$ cat src/rtl/vga_stream_monitor.sv
// rtl/vga_stream_monitor.sv - VGA sink: timing check, lock tracking, pixel recovery, per-frame CRC-16 (optional probe: VGA_MON_PROBE_EN)
module vga_stream_monitor #(
    parameter int H_TOTAL      = 800,
    parameter int H_VIS_START  = 144,
    parameter int H_VISIBLE    = 640,
    parameter int V_TOTAL      = 525,
    parameter int V_VIS_START  = 35,
    parameter int V_VISIBLE    = 480,
    parameter bit SYNC_ACT_LOW = 1'b1
) (
    input  logic        clk,
    input  logic        rst,
    input  logic        pixpulse,
    input  logic        hsync,
    input  logic        vsync,
    input  logic [11:0] rgb,
    output logic        pix_valid,
    output logic [9:0]  pix_x,
    output logic [9:0]  pix_y,
    output logic [11:0] pix_rgb,
    output logic        frame_done,
    output logic [15:0] frame_crc,
    output logic        locked,
    output logic        err_line,
    output logic        err_frame,
    output logic [7:0]  err_cnt
`ifdef VGA_MON_PROBE_EN
    ,
    input  logic [9:0]  probe_x,
    input  logic [9:0]  probe_y,
    output logic [11:0] probe_rgb,
    output logic        probe_hit
`endif
);

    typedef enum logic [1:0] {
        SEARCH  = 2'd0,
        MEASURE = 2'd1,
        LOCKED  = 2'd2
    } state_t;

    localparam logic [10:0] HC_LAST = 11'(H_TOTAL - 1);
    localparam logic [10:0] HC_VS   = 11'(H_VIS_START);
    localparam logic [10:0] HC_VE   = 11'(H_VIS_START + H_VISIBLE - 1);
    localparam logic [9:0]  LC_TOT  = 10'(V_TOTAL);
    localparam logic [9:0]  LC_VS   = 10'(V_VIS_START);
    localparam logic [9:0]  LC_VE   = 10'(V_VIS_START + V_VISIBLE - 1);

    state_t      state, state_nxt;
    logic        hs_prev, vs_prev;
    logic [10:0] hc, hc_nxt;
    logic [9:0]  lc, lc_nxt;
    logic        skip_chk;
    logic        line_err_seen;
    logic [15:0] crc_acc;

    logic        hs_act, vs_act;
    logic        h_edge, v_edge;
    logic        line_bad, frame_ok, vis;
    logic        frame_done_nxt, err_frame_nxt;
    logic        enter_measure, cnt_inc;

    // CRC-16-CCITT over one 12-bit pixel, MSB first
    function automatic logic [15:0] crc_step12(input logic [15:0] c_in, input logic [11:0] d);
        logic [15:0] c;
        c = c_in;
        for (int i = 11; i >= 0; i--) begin
            if (c[15] ^ d[i]) c = {c[14:0], 1'b0} ^ 16'h1021;
            else              c = {c[14:0], 1'b0};
        end
        return c;
    endfunction

    assign hs_act = SYNC_ACT_LOW ? ~hsync : hsync;
    assign vs_act = SYNC_ACT_LOW ? ~vsync : vsync;
    assign h_edge = pixpulse & hs_act & ~hs_prev;
    assign v_edge = pixpulse & vs_act & ~vs_prev;
    assign locked = (state == LOCKED);

    // The first line measured after entering MEASURE may be partial, so its check is skipped
    assign line_bad = h_edge && (state != SEARCH) && !skip_chk && (hc != HC_LAST);
    assign frame_ok = !line_err_seen && !line_bad && (lc == LC_TOT);

    // Counter next values; a coincident vsync edge starts the frame on line 1
    always_comb begin
        hc_nxt = (hc == 11'h7FF) ? hc : hc + 11'd1;
        lc_nxt = lc;
        if (h_edge) hc_nxt = 11'd0;
        if (v_edge && h_edge)  lc_nxt = 10'd1;
        else if (v_edge)       lc_nxt = 10'd0;
        else if (h_edge)       lc_nxt = (lc == 10'h3FF) ? lc : lc + 10'd1;
    end

    assign vis = pixpulse && (state != SEARCH) &&
                 (hc_nxt >= HC_VS) && (hc_nxt <= HC_VE) &&
                 (lc_nxt >= LC_VS) && (lc_nxt <= LC_VE);

    // Lock FSM next state and frame-level pulses
    always_comb begin
        state_nxt      = state;
        frame_done_nxt = 1'b0;
        err_frame_nxt  = 1'b0;
        if (v_edge) begin
            case (state)
                SEARCH:  state_nxt = MEASURE;
                MEASURE: begin
                    if (frame_ok) begin
                        state_nxt      = LOCKED;
                        frame_done_nxt = 1'b1;
                    end
                end
                LOCKED: begin
                    if (frame_ok) begin
                        frame_done_nxt = 1'b1;
                    end else begin
                        state_nxt     = MEASURE;
                        err_frame_nxt = (lc != LC_TOT);
                    end
                end
                default: state_nxt = SEARCH;
            endcase
        end
        if ((state == LOCKED) && line_bad) state_nxt = MEASURE;
    end

    assign enter_measure = (state_nxt == MEASURE) && (state != MEASURE);
    assign cnt_inc       = (state == LOCKED) && (line_bad || err_frame_nxt);

    // State register and sync/counter tracking on pixel strobes
    always_ff @(posedge clk or posedge rst) begin
        if (rst) begin
            state         <= SEARCH;
            hs_prev       <= 1'b0;
            vs_prev       <= 1'b0;
            hc            <= 11'd0;
            lc            <= 10'd0;
            skip_chk      <= 1'b0;
            line_err_seen <= 1'b0;
        end else begin
            state <= state_nxt;
            if (pixpulse) begin
                hs_prev <= hs_act;
                vs_prev <= vs_act;
                hc      <= hc_nxt;
                lc      <= lc_nxt;
                if (v_edge)        line_err_seen <= 1'b0;
                else if (line_bad) line_err_seen <= 1'b1;
                if (enter_measure) skip_chk <= 1'b1;
                else if (h_edge)   skip_chk <= 1'b0;
            end
        end
    end

    // Pixel capture and running frame CRC
    always_ff @(posedge clk or posedge rst) begin
        if (rst) begin
            pix_valid <= 1'b0;
            pix_x     <= 10'd0;
            pix_y     <= 10'd0;
            pix_rgb   <= 12'd0;
            crc_acc   <= 16'hFFFF;
        end else begin
            pix_valid <= 1'b0;
            if (vis) begin
                pix_valid <= 1'b1;
                pix_x     <= 10'(hc_nxt - HC_VS);
                pix_y     <= lc_nxt - LC_VS;
                pix_rgb   <= rgb;
            end
            if (v_edge)   crc_acc <= vis ? crc_step12(16'hFFFF, rgb) : 16'hFFFF;
            else if (vis) crc_acc <= crc_step12(crc_acc, rgb);
        end
    end

    // Frame result, error pulses and saturating error count
    always_ff @(posedge clk or posedge rst) begin
        if (rst) begin
            frame_done <= 1'b0;
            frame_crc  <= 16'd0;
            err_line   <= 1'b0;
            err_frame  <= 1'b0;
            err_cnt    <= 8'd0;
        end else begin
            frame_done <= frame_done_nxt;
            err_line   <= line_bad;
            err_frame  <= err_frame_nxt;
            if (frame_done_nxt) frame_crc <= crc_acc;
            if (cnt_inc && (err_cnt != 8'hFF)) err_cnt <= err_cnt + 8'd1;
        end
    end

`ifdef VGA_MON_PROBE_EN
    // Probe: flag and latch the pixel at the requested coordinate
    always_ff @(posedge clk or posedge rst) begin
        if (rst) begin
            probe_hit <= 1'b0;
            probe_rgb <= 12'd0;
        end else begin
            probe_hit <= 1'b0;
            if (vis && (10'(hc_nxt - HC_VS) == probe_x) && ((lc_nxt - LC_VS) == probe_y)) begin
                probe_hit <= 1'b1;
                probe_rgb <= rgb;
            end
        end
    end
`endif

endmodule

$ cat config.mk
export PLATFORM = sky130hd
export DESIGN_NAME = vga_stream_monitor
export DESIGN_NICKNAME = d
export VERILOG_FILES = /design/src/rtl/vga_stream_monitor.sv
export SDC_FILE = /design/constraint.sdc
export NUM_CORES = 1
export LEC_CHECK = 0
export ABC_AREA = 1
export CAP_MARGIN = 20
export CORE_MARGIN = 2
export CORE_UTILIZATION = 40
export DETAILED_ROUTE_END_ITERATION = 16
export GPL_TIMING_DRIVEN = 0
export HOLD_SLACK_MARGIN = 0.05
export PLACE_DENSITY = 0.67
export SYNTH_ARGS = -nofsm -noshare
export SYNTH_HDL_FRONTEND = slang
export SYNTH_SLANG_ARGS = --single-unit
$ cat constraint.sdc
create_clock -name clk -period 5.2 [get_ports clk]
set_input_delay 1.04 -clock clk [delete_from_list [all_inputs] [get_ports clk]]
set_output_delay 1.04 -clock clk [all_outputs]
set_load 0.03 [all_outputs]
# Yosys cells after proc, flatten, opt, wreduce, memory -nomap -nowiden
# Index checks and enable logic that the tools add are counted.
# W data, S select, Z words.
# word_totals
register_bits,103
output_inout_bits,61
word_cells,199
# op_classes
add_sub_neg,5
n_lt_le_gt_ge,4
n_eq_ne,10
muxes,82
bitwise_logic,54
reduce_logical,27
# op_table
op,n
$mux W16,36
$mux W13,24
$not A3 Y3,23
$mux W10,4
$xor A1 B1 Y1,23
$mux W11,2
$eq A10 B10 Y1 const B,2
$logic_and A1 B1 Y1,15
$add A11 B1 Y11 const B,1
$eq A11 B11 Y1 const B,1
$ge A11 B8 Y1 const B,1
$le A11 B10 Y1 const B,1
$mux W1,11
$ne A11 B10 Y1 const B,1
$add A10 B1 Y10 const B,1
$ge A10 B6 Y1 const B,1
$le A10 B10 Y1 const B,1
$ne A10 B10 Y1 const B,1
$sub A10 B6 Y10 const B,1
$sub A10 B8 Y10 const B,1
$add A8 B1 Y8 const B,1
$mux W2,4
$ne A8 B8 Y1 const B,1
$reduce_bool A2 Y1,4
11 further kinds,21

# Depth between registers and ports, before layout
# depth
depth_word,55
mapped_depth,23
depth_no_buf,21

# Worst setup path after synthesis
# No wires, ideal clock.
# synth_path
path_kind,input-to-reg
startpoint,input vsync
endpoint,register pix_rgb[11]
setup_time_ns,0.066
arrival_ns,3.041
setup_slack_ns,2.093
stages,19
path_cell_list,inv_1 -> nand2_1 -> nor2_4 -> inv_2 -> buf_2 -> buf_2 -> nand2_1 -> a21oi_1 -> ha_1 -> inv_1 -> nand4_1 -> nand2_1 -> nand2_1 -> nor2_1 -> nor2_2 -> buf_6 -> buf_6 -> nand4_1 -> nand2_1
# synth_between
elab_chain_cells,8
elab_cells_between_ends,10
cone_classes,order compare: 2; mux: 2; bitwise: 3; reduce/logical: 3
# synth_lines
item,line_no,source
start: declaration,15,"input logic vsync,"
$not A1 Y1 *,75,assign vs_act = SYNC_ACT_LOW ? ~vsync : vsync;
$and A1 B1 Y1 * (2 in a row),77,assign v_edge = pixpulse & vs_act & ~vs_prev;
$mux W10 or $logic_and A1 B1 Y1 (tied branches),"90, 89",
$mux W10 *,89,if (v_edge && h_edge) lc_nxt = 10'd1;
via lc_nxt[1],52,"logic [9:0] lc, lc_nxt;"
$ge A10 B6 Y1,96,(lc_nxt >= LC_VS) && (lc_nxt <= LC_VE);
$logic_and A1 B1 Y1,95,(hc_nxt >= HC_VS) && (hc_nxt <= HC_VE) &&
$logic_and A1 B1 Y1 *,96,
end signal: assignment,168,pix_rgb <= rgb;
end: declaration,20,"output logic [11:0] pix_rgb,"
# The timed path passes the listed nets; every way through them passes the cells marked *.
# A chain may end at the register's enable or synchronous reset.

# Final worst setup path
# layout_path
startpoint,input pixpulse
endpoint,register pix_x[4]
# layout_between
elab_chain_cells,8
elab_cells_between_ends,19
cone_classes,add/sub: 1; order compare: 4; mux: 4; bitwise: 4; reduce/logical: 6
# layout_lines
item,line_no,source
start: declaration,13,"input logic pixpulse,"
$and A1 B1 Y1 (2 in a row),76,assign h_edge = pixpulse & hs_act & ~hs_prev;
$mux W10,91,else if (h_edge) lc_nxt = (lc == 10'h3FF) ? lc : lc + 10'd1;
$mux W10,90,else if (v_edge) lc_nxt = 10'd0;
$mux W10 *,89,
via lc_nxt[1],52,
$ge A10 B6 Y1,96,
$logic_and A1 B1 Y1,95,
$logic_and A1 B1 Y1 *,96,
end signal: assignment,166,pix_x <= 10'(hc_nxt - HC_VS);
end: declaration,18,"output logic [9:0] pix_x,"
# Marked as above.

==> summary.md <==
| Metric | Value |
|---|---|
| Outcome | `completed` |
| Unrepaired setup endpoints after global routing | `false` |
| Congestion Overflow GR | `0` |
| P_int | `0.00138 W` |
| DIE WIDTH | `125 microns` |
| Syn Nets | `slightly below 800` |
| Layout area overhead | `22.5%` |
| Post_cts resized | `0` |
| Initial Utilization | `40.7%` |
| Std cell rows | `44` |
| Cells after synthesis | `750` |
| Netlist cell types | `33` |
| Skew-Pair Late Insertion Delay | `between 300 and 400 ps` |
| Max Clock Freq | `257 MHz` |
| EDFF count, synth | `0` |
| CTS Hold Bufs | `0` |
| Vias | `between 5,000 and 6,000` |
| Period Utilization, post-route | `74.9%` |
| CP arrival | `4180 ps` |
| Cell Pwr Density | `285 nW/um^2` |
| # H-tree levels | `3` |
| Commonest non-fill, non-tap cell in the layout | `nand2_1` |
| Clock tree buffer depth | `2` |
| Most frequent cells in the layout | `254 x nand2_1, 87 x dfrtp_1, 82 x inv_1` |
| Synthesis Warnings | `0` |
| Root Buffer | `clkbuf_16` |
| Max VDD drop | `approximately 0.00020 V` |
| Final Max Slew Viols | `0` |
| DP HPWL | `10.8 mm` |
| Diode count | `0` |
| DR iter-0 viols | `499` |
| Comb pwr share | `23.1%` |
| Ratio of cells with drive above 1 in the final layout | `9.72%` |
| Vias in the first global route | `around 5,000` |
| Final hold violation count | `0` |
| Cell taking the most area after synthesis | `dfrtp_1` |
| Final setup fails | `0` |
| Worst hold margin | `about 480 ps` |
| Post-synth ARST share | `100%` |
| Clock power share | `32.8%` |
| Post-route cell area | `7190 sq um` |
| Startpoint Class | `primary input` |
| First-pass GRT wire length | `24.8 mm` |
| MaxCap Viol Count | `0` |
| Pre-antenna DRT Iters | `6` |
| Placed Instance Area | `6900 sq um` |
| Largest net degree at the start of global routing | `54` |
| IO Pins | `78` |
| Mean post-synth cell area | `7.83 sq um` |
| TritonCTS clock tree | `yes` |
| Critical Path End Type | `flip-flop` |
| DIE HEIGHT | `125 microns` |
| Post-synth top area share | `about 37%` |
| Switch Pwr | `slightly below 0.0007 W` |
| Main flop type after synthesis | `dfrtp_1` |
| WP data required | `around 5500 ps` |
| DR vias/cell | `4.98` |
| Switch share | `between 30 and 40%` |
| IO Port Bufs | `77` |
| Final wirelength | `14.6 mm` |
| Drt wl/cell | `14.2 microns` |
| Least-Margin Pin Slew | `659 ps` |
| Clock slew at reported path FFs | `about 70 ps` |
| Antenna Nets Post-Route | `0` |
| Antenna violations before repair | `0` |
| Mapped Area | `5870 sq um` |
| Routability Congestion | `0.886` |
| Synth top area cells | `dfrtp_1 37%, nand2_1 16%, dfstp_2 7.2%, nand4_1 6.4%, inv_1 5.3%` |
| Die area | `15,700 sq um` |
| Critical path class | `in -> reg` |
| Cts bufs inserted | `9` |
| Synth Register Bits | `103` |
| Layout Skew | `11.0 ps` |
| TNS Setup | `0 ps` |
| Residual DRC count | `0` |
| Clock Sinks | `between 100 and 150` |
| P_leak | `~3.7 nW` |
| # nets final | `869` |
| Tot GR Track Use | `19.5%` |
| Sequential share of power | `44.2%` |
| Core Area | `14,400 sq um` |
| Rel. slew slack | `a little under three fifths` |
| Critical-path maximum fanout | `10` |
| Final min period | `~3900 ps` |
| Sequential area share after synthesis | `44.2%` |
| Hold WC Path Type | `reg -> reg` |
| Post-CTS setup buffer count | `0` |
power groups by stage:
stage	clock network [W]	registers, W	logic (W)
global route	0.000724	0.000913	0.000536
finish	0.000672	0.000905	0.000473
global placement	0	0.000918	0.000466
floorplan	0	0.000936	0.000318
CTS	0.000695	0.000903	0.000475
detailed placement	0	0.000918	0.000472
Yosys cell counts, drive strengths merged (2+ instances only):
cell type  instances
nand2            257
nand3             46
xor2              34
dfstp             16
ha                13
a21oi              7
nor2              39
nand4             61
buf               23
dfrtp             87
xnor2             19
clkbuf             9
mux2               2
nor3               4
inv               87
o21ai             40
layout make-up:
cell class                 count  area [sq um]
fill                        1373          7230
multi-input combinational    527          2750
sequential                   103          2600
timing repair buffer          78           798
inverter                      88           333
clock buffer                  10           239
tap                          184           230
buffer                        32           196
clock inverter                 6          48.8
metal layers:
metal  track usage, %  share of wire (%)  vias to the layer above
met5                0                  0                        -
met4             4.90                1.1                        0
met3             3.42                5.0                       12
met2             30.5                 45                      136
met1             28.3                 49                     2378
li1                 -                  -                     2590
flip-flops by register name (all words and copies together), names as in the netlist, 2 cells and up:
| signal | flops |
|---|---|
| crc_acc | 16 |
| err_cnt | 8 |
| frame_crc | 16 |
| hc | 11 |
| lc | 10 |
| pix_rgb | 12 |
| pix_x | 10 |
| pix_y | 10 |
| state | 2 |
kinds of logic (layout without fill, tap and decap cells):
kind of cell	Yosys count	count (layout)	synth area share, %
buffers and inverters	120	214	8.97
flip-flops	103	103	44.2
multiplexers	2	2	0.384
AND/OR/NAND/NOR	409	409	31.2
adder cells (fa/ha/maj)	13	13	2.77
XOR/XNOR	53	53	7.91
AO/OA/AOI/OAI	50	50	4.50
worst max-delay path, cell delays in order:
cell and delay (ps):
clkdlybuf4s50_1 480, nand2_1 170, nor2_4 80, inv_2 70, buf_2 220, buf_2 320
nand2_1 110, a21oi_1 260, ha_1 270, inv_1 50, nand4_1 110, nand2_1 150
nand2_1 110, nor2_1 50, nor2_2 150, buf_6 170, buf_6 140, nand4_1 120
nand2_1 110
metrics by stage:
stage          setup WS [ps]  power, W  utilization (%)  cells
5_1_grt                  934   0.00217             49.8   1028
2_1_floorplan           1480   0.00125                -    750
3_5_place_dp             918   0.00139             47.8   1012
6_report                1300   0.00205             49.8   1028
4_1_cts                 1290   0.00207             49.8   1028
3_3_place_gp            -154   0.00138             47.6   1011
final timing paths:
check	slack [ps]	end	cells past startpoint	startpoint
hold / removal	480	pix_rgb[0]	2	pix_rgb[0]
min in group asynchronous	1140	hc[3]	2	rst
setup reg to reg	2110	pix_x[4]	18	lc[0]
setup / recovery	1300	pix_x[4]	19	pixpulse
hold reg to reg	480	pix_rgb[0]	2	pix_rgb[0]
max in group asynchronous	3310	crc_acc[13]	3	rst
Note: power is estimated with default switching activity, not from simulation.
